[config.mk]
export PLATFORM = sky130hd
export DESIGN_NAME = instr_fetch
export DESIGN_NICKNAME = d
export VERILOG_FILES = /design/src/rtl/instr_fetch.sv
export SDC_FILE = /design/constraint.sdc
export NUM_CORES = 1
export LEC_CHECK = 0
export BUFFER_PORTS_ARGS = -buffer_cell sky130_fd_sc_hd__buf_2
export CELL_PAD_IN_SITES_DETAIL_PLACEMENT = 1
export CELL_PAD_IN_SITES_GLOBAL_PLACEMENT = 2
export CORE_UTILIZATION = 34
export CTS_CLUSTER_DIAMETER = 80
export DETAILED_ROUTE_END_ITERATION = 10
export PLACE_DENSITY = 0.86
export SYNTH_ARGS = -nofsm -noshare
export SYNTH_HDL_FRONTEND = slang
export SYNTH_SLANG_ARGS = --single-unit
[constraint.sdc]
create_clock -name clk -period 3.27 [get_ports clk]
set_input_delay 0.654 -clock clk [delete_from_list [all_inputs] [get_ports clk]]
set_output_delay 0.654 -clock clk [all_outputs]
set_load 0.005 [all_outputs]
[src/rtl/instr_fetch.sv]
// Fetch stage: issues imem word reads at pc, queues {pc,instr}, drives next_pc.
// Optional misaligned-fetch trap: define FETCH_MISALIGN_TRAP_EN.
module instr_fetch #(
   parameter int                ADDR_W     = 32,
   parameter int                DATA_W     = 32,
   parameter int                FIFO_DEPTH = 2,
   parameter logic [ADDR_W-1:0] RESET_PC   = '0
) (
   input  logic              clk,
   input  logic              reset,
   input  logic [ADDR_W-1:0] pc,
   output logic [ADDR_W-1:0] next_pc,
   input  logic              redirect_valid,
   input  logic [ADDR_W-1:0] redirect_pc,
   output logic              imem_req_valid,
   output logic [ADDR_W-1:0] imem_req_addr,
   input  logic              imem_req_ready,
   input  logic              imem_rsp_valid,
   input  logic [DATA_W-1:0] imem_rsp_data,
`ifdef FETCH_MISALIGN_TRAP_EN
   output logic              fetch_misalign,
`endif
   output logic              if_valid,
   output logic [ADDR_W-1:0] if_pc,
   output logic [DATA_W-1:0] if_instr,
   input  logic              if_ready
);

   localparam int PW = $clog2(FIFO_DEPTH);
   localparam int CW = PW + 1;
   localparam logic [CW-1:0] DEPTH_C = CW'(FIFO_DEPTH);

   localparam logic [1:0] RUN   = 2'd0;
   localparam logic [1:0] WAIT  = 2'd1;
   localparam logic [1:0] DRAIN = 2'd2;

   logic [1:0]        state;
   logic [1:0]        state_n;
   logic [ADDR_W-1:0] req_pc;
   logic [CW-1:0]     count;
   logic [PW-1:0]     wr_ptr;
   logic [PW-1:0]     rd_ptr;
   logic [ADDR_W-1:0] pc_q    [FIFO_DEPTH];
   logic [DATA_W-1:0] instr_q [FIFO_DEPTH];

   logic misalign_blk;
   logic accept;
   logic push;
   logic pop;

`ifdef FETCH_MISALIGN_TRAP_EN
   logic mis_q;

   assign misalign_blk   = (pc[1:0] != 2'b00);
   assign fetch_misalign = mis_q;
   assign imem_req_addr  = pc;

   // Sticky trap flag, raised on a misaligned pc in RUN, cleared by redirect.
   always_ff @(posedge clk or negedge reset) begin
      if (!reset) begin
         mis_q <= 1'b0;
      end else if (redirect_valid) begin
         mis_q <= 1'b0;
      end else if ((state == RUN) && misalign_blk) begin
         mis_q <= 1'b1;
      end
   end
`else
   assign misalign_blk  = 1'b0;
   assign imem_req_addr = {pc[ADDR_W-1:2], 2'b00};
`endif

   assign imem_req_valid = reset
                         & (state == RUN)
                         & (count < DEPTH_C)
                         & ~redirect_valid
                         & ~misalign_blk;

   assign accept = imem_req_valid & imem_req_ready;
   assign push   = (state == WAIT) & imem_rsp_valid & ~redirect_valid;
   assign if_valid = (count != '0);
   assign pop    = if_valid & if_ready & ~redirect_valid;

   assign if_pc    = pc_q[rd_ptr];
   assign if_instr = instr_q[rd_ptr];

   // Next PC select: reset value, redirect target, sequential, or hold.
   always_comb begin
      next_pc = pc;
      unique case (1'b1)
         !reset:         next_pc = RESET_PC;
         redirect_valid: next_pc = redirect_pc;
         accept:         next_pc = pc + ADDR_W'(4);
         default:        next_pc = pc;
      endcase
   end

   // Request/response tracker; a redirect turns an outstanding read stale.
   always_comb begin
      state_n = state;
      unique case (state)
         RUN: begin
            if (accept) state_n = WAIT;
         end
         WAIT: begin
            if (imem_rsp_valid)      state_n = RUN;
            else if (redirect_valid) state_n = DRAIN;
         end
         DRAIN: begin
            if (imem_rsp_valid) state_n = RUN;
         end
         default: state_n = RUN;
      endcase
   end

   // State and captured request pc.
   always_ff @(posedge clk or negedge reset) begin
      if (!reset) begin
         state  <= RUN;
         req_pc <= '0;
      end else begin
         state <= state_n;
         if (accept) req_pc <= pc;
      end
   end

   // Fetch queue: flush on redirect, otherwise push/pop with preserved order.
   always_ff @(posedge clk or negedge reset) begin
      if (!reset) begin
         count  <= '0;
         wr_ptr <= '0;
         rd_ptr <= '0;
         for (int i = 0; i < FIFO_DEPTH; i++) begin
            pc_q[i]    <= '0;
            instr_q[i] <= '0;
         end
      end else if (redirect_valid) begin
         count  <= '0;
         wr_ptr <= '0;
         rd_ptr <= '0;
      end else begin
         if (push) begin
            pc_q[wr_ptr]    <= req_pc;
            instr_q[wr_ptr] <= imem_rsp_data;
            wr_ptr          <= wr_ptr + PW'(1);
         end
         if (pop) rd_ptr <= rd_ptr + PW'(1);
         if (push && !pop)      count <= count + CW'(1);
         else if (!push && pop) count <= count - CW'(1);
      end
   end

endmodule

### Word level (Yosys, flattened, before mapping)

Index checks and enable logic that the tools add are counted.

* add/sub/neg operators: 5
* magnitude comparators: 4
* equal/unequal tests: 5
* multiplexer cells: 23
* bitwise operators: 11
* reductions and logical operators: 13

Operator list (count)
* 32-bit two-way mux: 7
* 64-bit bitwise mux: 2
* 32-bit one-hot mux with 3 select lines: 1
* 32-bit by 3-bit adder with 32-bit output, second input constant: 1
* 32-bit demux with 1-bit select: 1
* 2-bit two-way mux: 7
* 1-bit AND: 8
* 2-bit one-hot mux with 3 select lines: 1
* 2-bit nonzero test: 3
* 2-bit >= comparator, second input constant: 2
* 1-bit two-way mux: 4
* 2-bit != test, second input constant: 2
* 1-bit NOT with 2-bit output: 2
* 1-bit logical AND: 3
* 1-bit zero test: 3
* 3-bit != test, second input constant: 1
* 3-bit AND reduction: 1
* 3-bit nonzero test: 1
* 1-bit adder, second input constant: 2
* 2-bit by 1-bit adder with 2-bit output, second input constant: 1
* 2-bit by 1-bit equality test with 1-bit output, second input constant: 1
* 2-bit equality test, second input constant: 1
* 2-bit zero test: 1
* 2-bit by 1-bit < comparator with 1-bit output, second input constant: 1
* 4 further kinds: 4

* register bits: 166
* input bits: 102

### Longest topological paths before layout

Gate-level depths: netlist (run 1).

* depth in word-level cells: 8
* depth in mapped cells: 7
* gate-level depth less buffers: 5

### Worst setup path after synthesis (run 1)

No wires, ideal clock.

* path type: input to output
* start point: input port imem_req_ready
* end point: output port next_pc[22]
* arrival: 2.333 ns
* data required time: 2.616 ns
* slack: 0.283 ns
* stages: 5
* path buffers: 1
* path through: or4b_4 -> or4_1 -> buf_2 -> or4_1 -> nand3_1

* cells in the longest elaborated chain, start to end: 2

Ends and longest elaborated chain
* start, declared: line 17 `input logic imem_req_ready,`
* 1-bit AND: line 79 `assign accept = imem_req_valid & imem_req_ready;`
* 32-bit one-hot mux with 3 select lines: line 90 `unique case (1'b1)`
* end, declared: line 12 `output logic [ADDR_W-1:0] next_pc,`

No other way between the ends.

### Worst setup path after layout (run 1)

* start point: register state[0]
* end point: output port next_pc[22]

* cells in the longest elaborated chain, start to end: 6

Ends and longest elaborated chain
* start, declared: line 37 `logic [1:0] state;`
* start signal, assigned: line 122 `state <= state_n;`
* 2-bit zero test: line 74 `& (state == RUN)`
* 1-bit AND: line 74
* 1-bit AND: line 75 `& (count < DEPTH_C)`
* 1-bit AND: line 76 `& ~redirect_valid`
* 1-bit AND: line 79
* 32-bit one-hot mux with 3 select lines: line 90

No other way between the ends.

==> results of run 1 <==
-- flip-flops by register name, summed over array words and instances (netlist names) --
register	count
instr_q	64
pc_q	64
req_pc	32
count	2
state	2
rd_ptr	1
wr_ptr	1
-- through the flow --
stage	hold slack, ns	power [uW]	instance area (um^2)	util (%)	setup WS [ns]
final	0.431	6300	10400	44.0	-0.0323
after CTS	0.425	6390	10400	44.0	-0.129
after detailed placement	0.487	4270	9820	41.4	0.0218
after floorplan	0.358	3560	8350	-	0.283
after global placement	0.481	4190	9820	41.4	0.0154
after global routing	0.440	6670	10400	44.0	-0.121
-- worst max-delay path, stage by stage, from the launching register on --
cell and delay (ns):
dfrtp_2 0.40, or4b_4 0.54, or4_4 0.59, or4_1 0.49, nand3_1 0.10, buf_2 0.11
-- final cells by class --
class | count | area (um^2)
Multi-Input combinational cell | 434 | 3810
Inverter | 4 | 15.0
Clock inverter | 10 | 145
Tap cell | 319 | 399
Timing Repair Buffer | 262 | 1460
Fill cell | 2612 | 13300
Clock buffer | 22 | 464
Sequential cell | 166 | 4160
-- synthesized netlist by cell type, drive strengths merged, types with 9 or more instances --
| cell | number | area (um^2) |
|---|---|---|
| dfrtp | 166 | 4150 |
| o21ai | 15 | 75.1 |
| buf | 40 | 279 |
| mux2 | 220 | 2480 |
| o211ai | 10 | 75.1 |
| nand4 | 15 | 93.8 |
| nor3 | 12 | 60.1 |
| nor2 | 18 | 67.6 |
| clkbuf | 34 | 128 |
| nand2 | 41 | 154 |
| and3 | 9 | 56.3 |
| nand3 | 15 | 75.1 |
-- cell families (layout without fill, tap and decap cells) --
family | count (synthesis) | count (layout) | share of synthesized area, %
AOI/OAI and AO/OA | 57 | 57 | 5.05
and+or+nand+nor | 139 | 139 | 8.66
adders and majority gates | 1 | 1 | 0.150
buffers and inverters | 78 | 298 | 5.05
DFF | 166 | 166 | 49.8
other | 1 | 2 | 0.0449
xor gates and xnor gates | 13 | 13 | 1.36
muxes | 222 | 222 | 29.9
-- layer usage --
layer | routed length (um) | global-route usage, % | share of wire [%]
met5 | 0 | 0 | 0
met3 | 1480 | 4.49 | 6.3
met4 | 280 | 5.82 | 1.2
met1 | 10500 | 25.3 | 45
met2 | 11200 | 31.5 | 48
-- layout by cell type, fill, tap and decap left out, types with 6 or more instances in the layout --
master,n
o21ai_0,15
clkbuf_16,17
nor2_1,18
xnor2_1,8
o211ai_1,10
nor4_1,6
nand4_1,15
nand3_1,15
nand2_1,39
and3_1,9
mux2_2,220
buf_2,227
dfrtp_1,164
buf_4,29
nor3_1,11
-- power groups by stage --
| stage | clock network (uW) | logic (uW) | registers [uW] |
|---|---|---|---|
| 2_1_floorplan | 0 | 876 | 2690 |
| 3_3_place_gp | 0 | 1450 | 2750 |
| 3_5_place_dp | 0 | 1480 | 2780 |
| 4_1_cts | 2150 | 1500 | 2740 |
| 5_1_grt | 2230 | 1630 | 2810 |
| 6_report | 2090 | 1470 | 2740 |
-- how the worst max path moves through the flow --
stage	startpoint	cells past startpoint	end	slack, ns
after floorplan	imem_req_ready	5	next_pc[22]	0.28
after global placement	imem_req_ready	7	next_pc[22]	0.02
after detailed placement	imem_req_ready	7	next_pc[22]	0.02
after CTS	state[0]	6	next_pc[22]	-0.13
after global routing	state[1]	5	next_pc[22]	-0.12
final	state[0]	5	next_pc[22]	-0.03
-- what timing repair did --
| action | CTS | global route |
|---|---|---|
| endpoints found under the setup margin | 5 | 10 |
| pin swaps | 3 | 4 |
| resized for setup | 3 | 2 |
| hold buffers | 0 | 0 |
| setup buffers | 1 | 0 |
==> qor.yml, run 1 <==
finalSetupViolations: 2
critical_path_class: "reg -> out"
clock_insertion_delay_worst_skew_ns: 0.42
holdCritPathClass: "in -> async"
rr_worst_depth: 6
drc: 0
flow.area_growth_from_synthesis_pct: 25.2
drt-initial-drc-count: 176
syn_area_um2: 8350
power_switching_share_pct: 26.6
cp-end-kind: "output port"
core.rowCount: 56
ff2ff_setup_slack_ns: 1.07
place_congestion: 0.796
cts_buffers: 17
die-area_um2: 25200
number_of_global_route_vias_before_repair: 6387
nNetsFinal: 988
crit-reg2reg-launch: "state[1]"
detail_route.wl_per_cell_um: 19.3
synth_warnings: 0
clock_tree.buffer_depth: 2
violations: "negative setup slack"
maximum_clock_frequency_mhz: 303
synth-async-reset-ratio_pct: 100
pwr-share-clk_pct: 33.2
p_int_uw: 4620
place.detailed.hpwl_mm: 16.4
power_frac_seq_pct: 43.5
setup_tns_after_final_layout_ns: -0.0612
maxSlewHeadroom_pct: 38.9
grt_pass1_wl_mm: 36.3
synth_area_per_cell_um2: 12.3
setup.worst_path.start_class: "flip-flop"
pin_count_of_the_biggest_net_entering_global_routing: 167
regToRegEndpoint: "req_pc[20]"
cts.sink_count: 166
start_util_pct: 35.1
drv_cap: 0
overflow: 0
die-height_um: 159
final-hold-violation-count: 0
yosys.cell_types.count: 46
status: "finished, violations left"
crit_arrival_ns: 2.65
wl_mm: 23.5
final.period_utilization_pct: 101
die_w_um: 159
post_drt_via_cell_ratio: 5.08
timing_worst_slew_pin_value_ns: 0.916
clk_pin_slew_worst_paths_ns: 0.07
syn_inst: 677
critPathMaxFanout: 6
core-area_um2: 23800
synth_top_flop_cell: "dfrtp_1"
synth_seq_area_share_pct: 49.8
cts_root_buffer: "clkbuf_16"
stdcell_count: 1217
power_density_nw_per_um2: 603
p_leak_uw: 0.00507
placedCellCount: 1185
power_switching_uw: 1670
number_of_flops_mapped_to_enable_cells_by_yosys: 0
num_antenna_cells: 0
finalWorstPathRequiredPeriod_ns: 3.30
layout-drive-gt1-share_pct: 58.4
groute.usage.overall_pct: 19.3
total_number_of_h_tree_levels: 4
share_of_total_power_in_combinational_logic_pct: 23.3
worst_ep_required_ns: 2.62
detail-route-antenna-nets: 0
grt_setup_unrepaired: "true"
tritoncts_clock_tree: "built"
via_count: 6186
antenna_violations_before_repair: 1
power.ir.vdd_worst_uv: 275
timing.clock.skew_ns: 0.00884
slew_viol_final: 0
ios: 232
first_pass_iters: 4
numPortBuffers: 229
synthesis_stage_register_bit_count: 166
postLayoutSetupSlackWorst_ns: -0.0323
(Power assumes the default switching activity.)
==> run 2, diff against run 1 <==
--- a/config.mk
+++ b/config.mk
@@ -5,13 +5,15 @@
 export SDC_FILE = /design/constraint.sdc
 export NUM_CORES = 1
 export LEC_CHECK = 0
+export ABC_AREA = 1
 export BUFFER_PORTS_ARGS = -buffer_cell sky130_fd_sc_hd__buf_2
 export CELL_PAD_IN_SITES_DETAIL_PLACEMENT = 1
 export CELL_PAD_IN_SITES_GLOBAL_PLACEMENT = 2
-export CORE_UTILIZATION = 34
+export CORE_UTILIZATION = 30
 export CTS_CLUSTER_DIAMETER = 80
 export DETAILED_ROUTE_END_ITERATION = 10
 export PLACE_DENSITY = 0.86
+export SKIP_CTS_REPAIR_TIMING = 1
 export SYNTH_ARGS = -nofsm -noshare
 export SYNTH_HDL_FRONTEND = slang
 export SYNTH_SLANG_ARGS = --single-unit
==> qor.yml, run 2 <==
synth-async-reset-ratio_pct: 100  # unchanged
clock_tree.buffer_depth: 2  # unchanged
die-height_um: 171  # +7.9%
setup.worst_path.start_class: "flip-flop"
grt_setup_unrepaired: "false"
crit_slowest_cell: "inv_2"
critPathMaxFanout: 27  # +21
antenna_violations_before_repair: 1  # unchanged
numPortBuffers: 229  # unchanged
first_pass_iters: 4  # unchanged
critPathTopFamily: "simple AND/OR/NAND/NOR gates"
post_synth_most_frequent_cells: "306 x nand2_1, 166 x dfrtp_1, 164 x o21ai_0"
clock_insertion_delay_worst_skew_ns: 0.43  # about the same
drv_cap: 0  # unchanged
place.detailed.hpwl_mm: 20.0  # +22%
ios: 232  # unchanged
groute.usage.overall_pct: 18.9  # -0.42 points
critical_path_class: "reg -> out"
drt-initial-drc-count: 369  # +110%
placedCellCount: 1611  # +36%
cp-end-kind: "output port"
crit_chain: "nor2_1, nand4_4, inv_2, o21ai_0, nand2_1, nand2_1, nand2_1, buf_2"
num_antenna_cells: 0  # unchanged
yosysMostFrequentCell: "nand2_1"
number_of_global_route_vias_before_repair: 7846  # +23%
power_density_nw_per_um2: 676  # +12%
synth_seq_area_share_pct: 48.3  # -1.4 points
yosysTopAreaCellShare_pct: 48.3  # -1.4 points
final.period_utilization_pct: 93.8  # -7.2 points
crit-reg2reg-launch: "state[0]"
stdcell_count: 1643  # +35%
worst_path_most_repeated_cell: "nand2_1"
synthesis_stage_register_bit_count: 166  # unchanged
status: "complete, no violations"
tritoncts_clock_tree: "built"
critPathBufInv: 2  # +1
detail-route-antenna-nets: 0  # unchanged
slew_viol_final: 0  # unchanged
crit_arrival_ns: 2.41  # -0.24 ns
drc: 0  # unchanged
timing.clock.skew_ns: 0.0114  # +0.00252 ns
p_leak_uw: 0.00533  # +5.1%
seqCellArea_um2: 4150  # -0.12%
start_util_pct: 30.7  # -4.5 points
timing_worst_slew_pin_value_ns: 0.980  # +0.0640 ns
core.rowCount: 61  # +8.9%
grt_pass1_wl_mm: 42.5  # +17%
regToRegEndpoint: "req_pc[1]"
die_w_um: 171  # +7.9%
layout.cells.most_common_list: "306 x nand2_1, 228 x buf_2, 166 x dfrtp_1"
final_common_cell: "nand2_1"
die-area_um2: 29300  # +16%
nFillCells: 3490  # +34%
synth_area_per_cell_um2: 8.04  # -35%
syn_area_um2: 8590  # +2.9%
finalSetupViolations: 0  # -2
detail_route.wl_per_cell_um: 16.2  # -16%
worst_ep_required_ns: 2.62  # about the same
cts.sink_count: 166  # unchanged
maxSlewHeadroom_pct: 34.7  # -4.3 points
cts_root_buffer: "clkbuf_16"
layout-drive-gt1-share_pct: 26.6  # -32 points
overflow: 0  # unchanged
synth_warnings: 0  # unchanged
biggestRegsByFlops: "instr_q: 64 flops, pc_q: 64 flops, req_pc: 32 flops"
clk_pin_slew_worst_paths_ns: 0.07  # about the same
total_number_of_h_tree_levels: 4  # unchanged
number_of_flops_mapped_to_enable_cells_by_yosys: 0  # unchanged
power.ir.vdd_worst_uv: 301  # +9.5%
maximum_clock_frequency_mhz: 326  # +7.6%
holdCritPathClass: "in -> async"
via_count: 7702  # +25%
flow.area_growth_from_synthesis_pct: 21.4
pin_count_of_the_biggest_net_entering_global_routing: 77  # -54%
final-hold-violation-count: 0  # unchanged
ff2ff_setup_slack_ns: 1.32  # +0.25 ns
wl_mm: 26.6  # +13%
synth.largest_area_cell: "dfrtp_1"
core-area_um2: 28000  # +18%
syn_inst: 1069  # +58%
setup_tns_after_final_layout_ns: 0  # +0.0612 ns
post_drt_via_cell_ratio: 4.69  # -7.8%
place_congestion: 0.858  # +7.8%
finalWorstPathRequiredPeriod_ns: 3.07  # -0.234 ns
yosys.cell_types.count: 30  # -35%
rr_worst_depth: 6  # unchanged
multi_input_comb_area_um2: 3480  # -8.7%
cts_buffers: 17  # unchanged
synth_top_flop_cell: "dfrtp_1"
slowest_delay_ns: 0.48  # -0.11 ns
yosys-top-cells-area: "dfrtp_1 48%, nand2_1 13%, o21ai_0 9.6%"
nNetsFinal: 1355  # +37%
## run 2: metrics by stage
| stage | util (%) | area, um^2 | hold WS (ns) | setup WS, ns | total power, uW |
|---|---|---|---|---|---|
| 2_1_floorplan | - | 8600 | 0.358 | 1.02 | 4160 |
| 3_3_place_gp | 35.2 | 9870 | 0.464 | 0.293 | 5080 |
| 3_5_place_dp | 35.2 | 9870 | 0.475 | 0.271 | 5190 |
| 4_1_cts | 37.2 | 10400 | 0.266 | 0.198 | 7170 |
| 5_1_grt | 37.2 | 10400 | 0.291 | 0.00517 | 7570 |
| 6_report | 37.2 | 10400 | 0.277 | 0.202 | 7050 |
## run 2: cells by family (layout without fill, tap and decap cells)
family,count (synthesis),count (layout),synth area share [%]
flops,166,166,48.3
other cells,1,2,0.0436
buf+inv,203,398,11.4
mux,50,50,6.55
fa+ha+maj,1,1,0.146
xor+xnor,3,3,0.306
simple gates,439,439,20.7
compound gates,206,206,12.5
## run 2: worst max-delay path by stage
stage,startpoint,end,slack (ns),depth (start not counted)
final,state[0],next_pc[23],0.20,8
after global routing,state[0],next_pc[23],0.005,8
after CTS,state[0],next_pc[23],0.20,8
after detailed placement,pc[3],next_pc[28],0.27,11
after global placement,pc[3],next_pc[28],0.29,11
after floorplan,redirect_valid,next_pc[11],1.02,8
## run 2: where the power goes
group	internal (uW)	switching [uW]
clock	1080	867
sequential	2700	355
combinational	909	1150
## run 2: layout make-up
type | count | area share (%)
clock inverters | 13 | 1.15
multi-input cells | 701 | 33.3
flip-flops and latches | 166 | 39.8
well taps | 378 | 4.53
repair buffers | 245 | 12.6
inverters | 121 | 4.37
clock buffers | 19 | 4.25
## run 2: routing by layer
metal | global-route usage (%) | wire length (um)
met4 | 5.90 | 503
met5 | 0 | 10
met2 | 30.9 | 12000
met3 | 3.20 | 1380
met1 | 25.4 | 12700
==> run 3, diff against run 2 <==
--- a/config.mk
+++ b/config.mk
@@ -13,6 +13,7 @@
 export CTS_CLUSTER_DIAMETER = 80
 export DETAILED_ROUTE_END_ITERATION = 10
 export PLACE_DENSITY = 0.86
+export RECOVER_POWER = 25
 export SKIP_CTS_REPAIR_TIMING = 1
 export SYNTH_ARGS = -nofsm -noshare
 export SYNTH_HDL_FRONTEND = slang
==> qor.yml, run 3 (synthesis gave the netlist of run 2 again) <==
power_density_nw_per_um2: 678  # +0.31%
wl_mm: 26.7  # about the same
overflow: 0  # unchanged
grt_setup_unrepaired: "false"
critical_path_class: "reg -> out"
cts.sink_count: 166  # unchanged
num_antenna_cells: 0  # unchanged
detail-route-antenna-nets: 0  # unchanged
top_usage_layer: "met2"
clk_pin_slew_worst_paths_ns: 0.07  # about the same
cts_buffers: 17  # unchanged
finalSetupViolations: 0  # unchanged
slowest_delay_ns: 0.47  # about the same
finalWorstPathRequiredPeriod_ns: 3.05  # -0.0183 ns
nNetsFinal: 1355  # unchanged
ios: 232  # unchanged
pin_count_of_the_biggest_net_entering_global_routing: 77  # unchanged
core-area_um2: 28000  # unchanged
place.detailed.hpwl_mm: 20.0  # unchanged
critPathMaxFanout: 27  # unchanged
holdCritPathClass: "in -> reg"
maximum_clock_frequency_mhz: 328  # +0.60%
status: "finished, violations left"
groute.layer.met3.usage_pct: 3.20  # unchanged
timing.clock.skew_ns: 0.0102  # -0.00116 ns
power.ir.vdd_worst_uv: 301  # about the same
die-area_um2: 29300  # unchanged
grt.met1_usage_pct: 25.4  # unchanged
layout-drive-gt1-share_pct: 24.3  # -2.3 points
multi_input_comb_area_um2: 3470  # -0.29%
timing_worst_slew_pin_value_ns: 1.78  # +0.795 ns
detail_route.wl_per_cell_um: 16.2  # about the same
first_pass_iters: 4  # unchanged
die-height_um: 171  # unchanged
die_w_um: 171  # unchanged
rr_worst_depth: 6  # unchanged
core.rowCount: 61  # unchanged
clock_insertion_delay_worst_skew_ns: 0.43  # about the same
p_leak_uw: 0.00525  # -1.4%
final-hold-violation-count: 0  # unchanged
final_common_cell: "nand2_1"
final_core_util_pct: 37.1  # -0.17 points
drv_cap: 1  # +1
place_congestion: 0.858  # unchanged
hold-path-cell-count: 3
via_count: 7692  # -0.13%
seqCellArea_um2: 4150  # unchanged
antenna_violations_before_repair: 0  # -1
drc: 0  # unchanged
numPortBuffers: 229  # unchanged
clock_tree.buffer_depth: 2  # unchanged
violations: "max-capacitance violations, max-slew violations"
cts_root_buffer: "clkbuf_16"
tritoncts_clock_tree: "built"
slew_viol_final: 32  # +32
layout.cells.most_common_list: "307 x nand2_1, 204 x buf_2, 169 x o21ai_0"
number_of_global_route_vias_before_repair: 7846  # unchanged
crit_slowest_cell: "inv_2"
nFillCells: 3504  # +0.40%
setup_tns_after_final_layout_ns: 0  # unchanged
grt_pass1_wl_mm: 42.5  # unchanged
final.period_utilization_pct: 93.3  # -0.56 points
post_drt_via_cell_ratio: 4.68  # -0.13%
flow.area_growth_from_synthesis_pct: 20.9
maxSlewHeadroom_pct: -18.4  # -53 points
crit_chain: "nor2_1, nand4_4, inv_2, o21ai_0, nand2_1, nand2_1, nand2_1, buf_2"
groute.usage.overall_pct: 18.9  # unchanged
total_number_of_h_tree_levels: 4  # unchanged
crit_arrival_ns: 2.40  # about the same
cp-end-kind: "output port"
worst_path_most_repeated_cell: "nand2_1"
grt_util_met2_pct: 30.9  # unchanged
biggestRegsByFlops: "instr_q: 64 flops, pc_q: 64 flops, req_pc: 32 flops"
setup.worst_path.start_class: "flip-flop"
start_util_pct: 30.7  # unchanged
drt-initial-drc-count: 392  # +6.2%
worst_ep_required_ns: 2.62  # about the same
run 3: layout make-up:
cell class / instances / area share [%]
Inverter: 121 / 4.39
Tap cell: 378 / 4.55
Timing Repair Buffer: 245 / 12.3
Clock buffer: 19 / 4.26
Sequential cell: 166 / 40.0
Clock inverter: 13 / 1.16
Multi-Input combinational cell: 701 / 33.4
run 3: routing by layer:
layer / vias to the layer above / share of wire (%)
li1: 3762 / -
met1: 3657 / 47
met2: 247 / 45
met3: 26 / 5.7
met4: 0 / 1.9
met5: - / 0
run 3: critical path, delay by kind of cell, from the launching register on:
family / cells / cell delay (ns)
AO/OA/AOI/OAI: 1 / 0.18
buffers and inverters: 2 / 0.59
flip-flops: 1 / 0.43
AND/OR/NAND/NOR: 5 / 0.76
run 3: where the power goes:
group	internal (uW)	switching, uW
Clock	1080	868
Sequential	2700	354
Combinational	900	1140
Total	4680	2370
run 3: final timing paths:
kind | slack [ns] | to | startpoint
worst max-delay path | 0.22 | next_pc[23] | state[0]
worst min register to register | 0.49 | pc_q[50] | pc_q[50]
worst max register to register | 1.02 | instr_q[34] | state[1]
max in group asynchronous | 0.62 | instr_q[37] | reset
worst min-delay path | 0.45 | instr_q[23] | imem_rsp_data[23]
min in group asynchronous | 0.82 | wr_ptr | reset
run 3: through the flow:
| stage | std cells | setup WS, ns | hold WS [ns] | power (uW) | instance area, um^2 |
|---|---|---|---|---|---|
| after floorplan | 1070 | 1.02 | 0.358 | 4160 | 8600 |
| after global placement | 1611 | 0.293 | 0.464 | 5080 | 9870 |
| final | 1643 | 0.220 | 0.454 | 7040 | 10400 |
| after global routing | 1643 | 0.00587 | 0.455 | 7560 | 10400 |
| after detailed placement | 1611 | 0.271 | 0.475 | 5190 | 9870 |
| after CTS | 1643 | 0.198 | 0.266 | 7170 | 10400 |
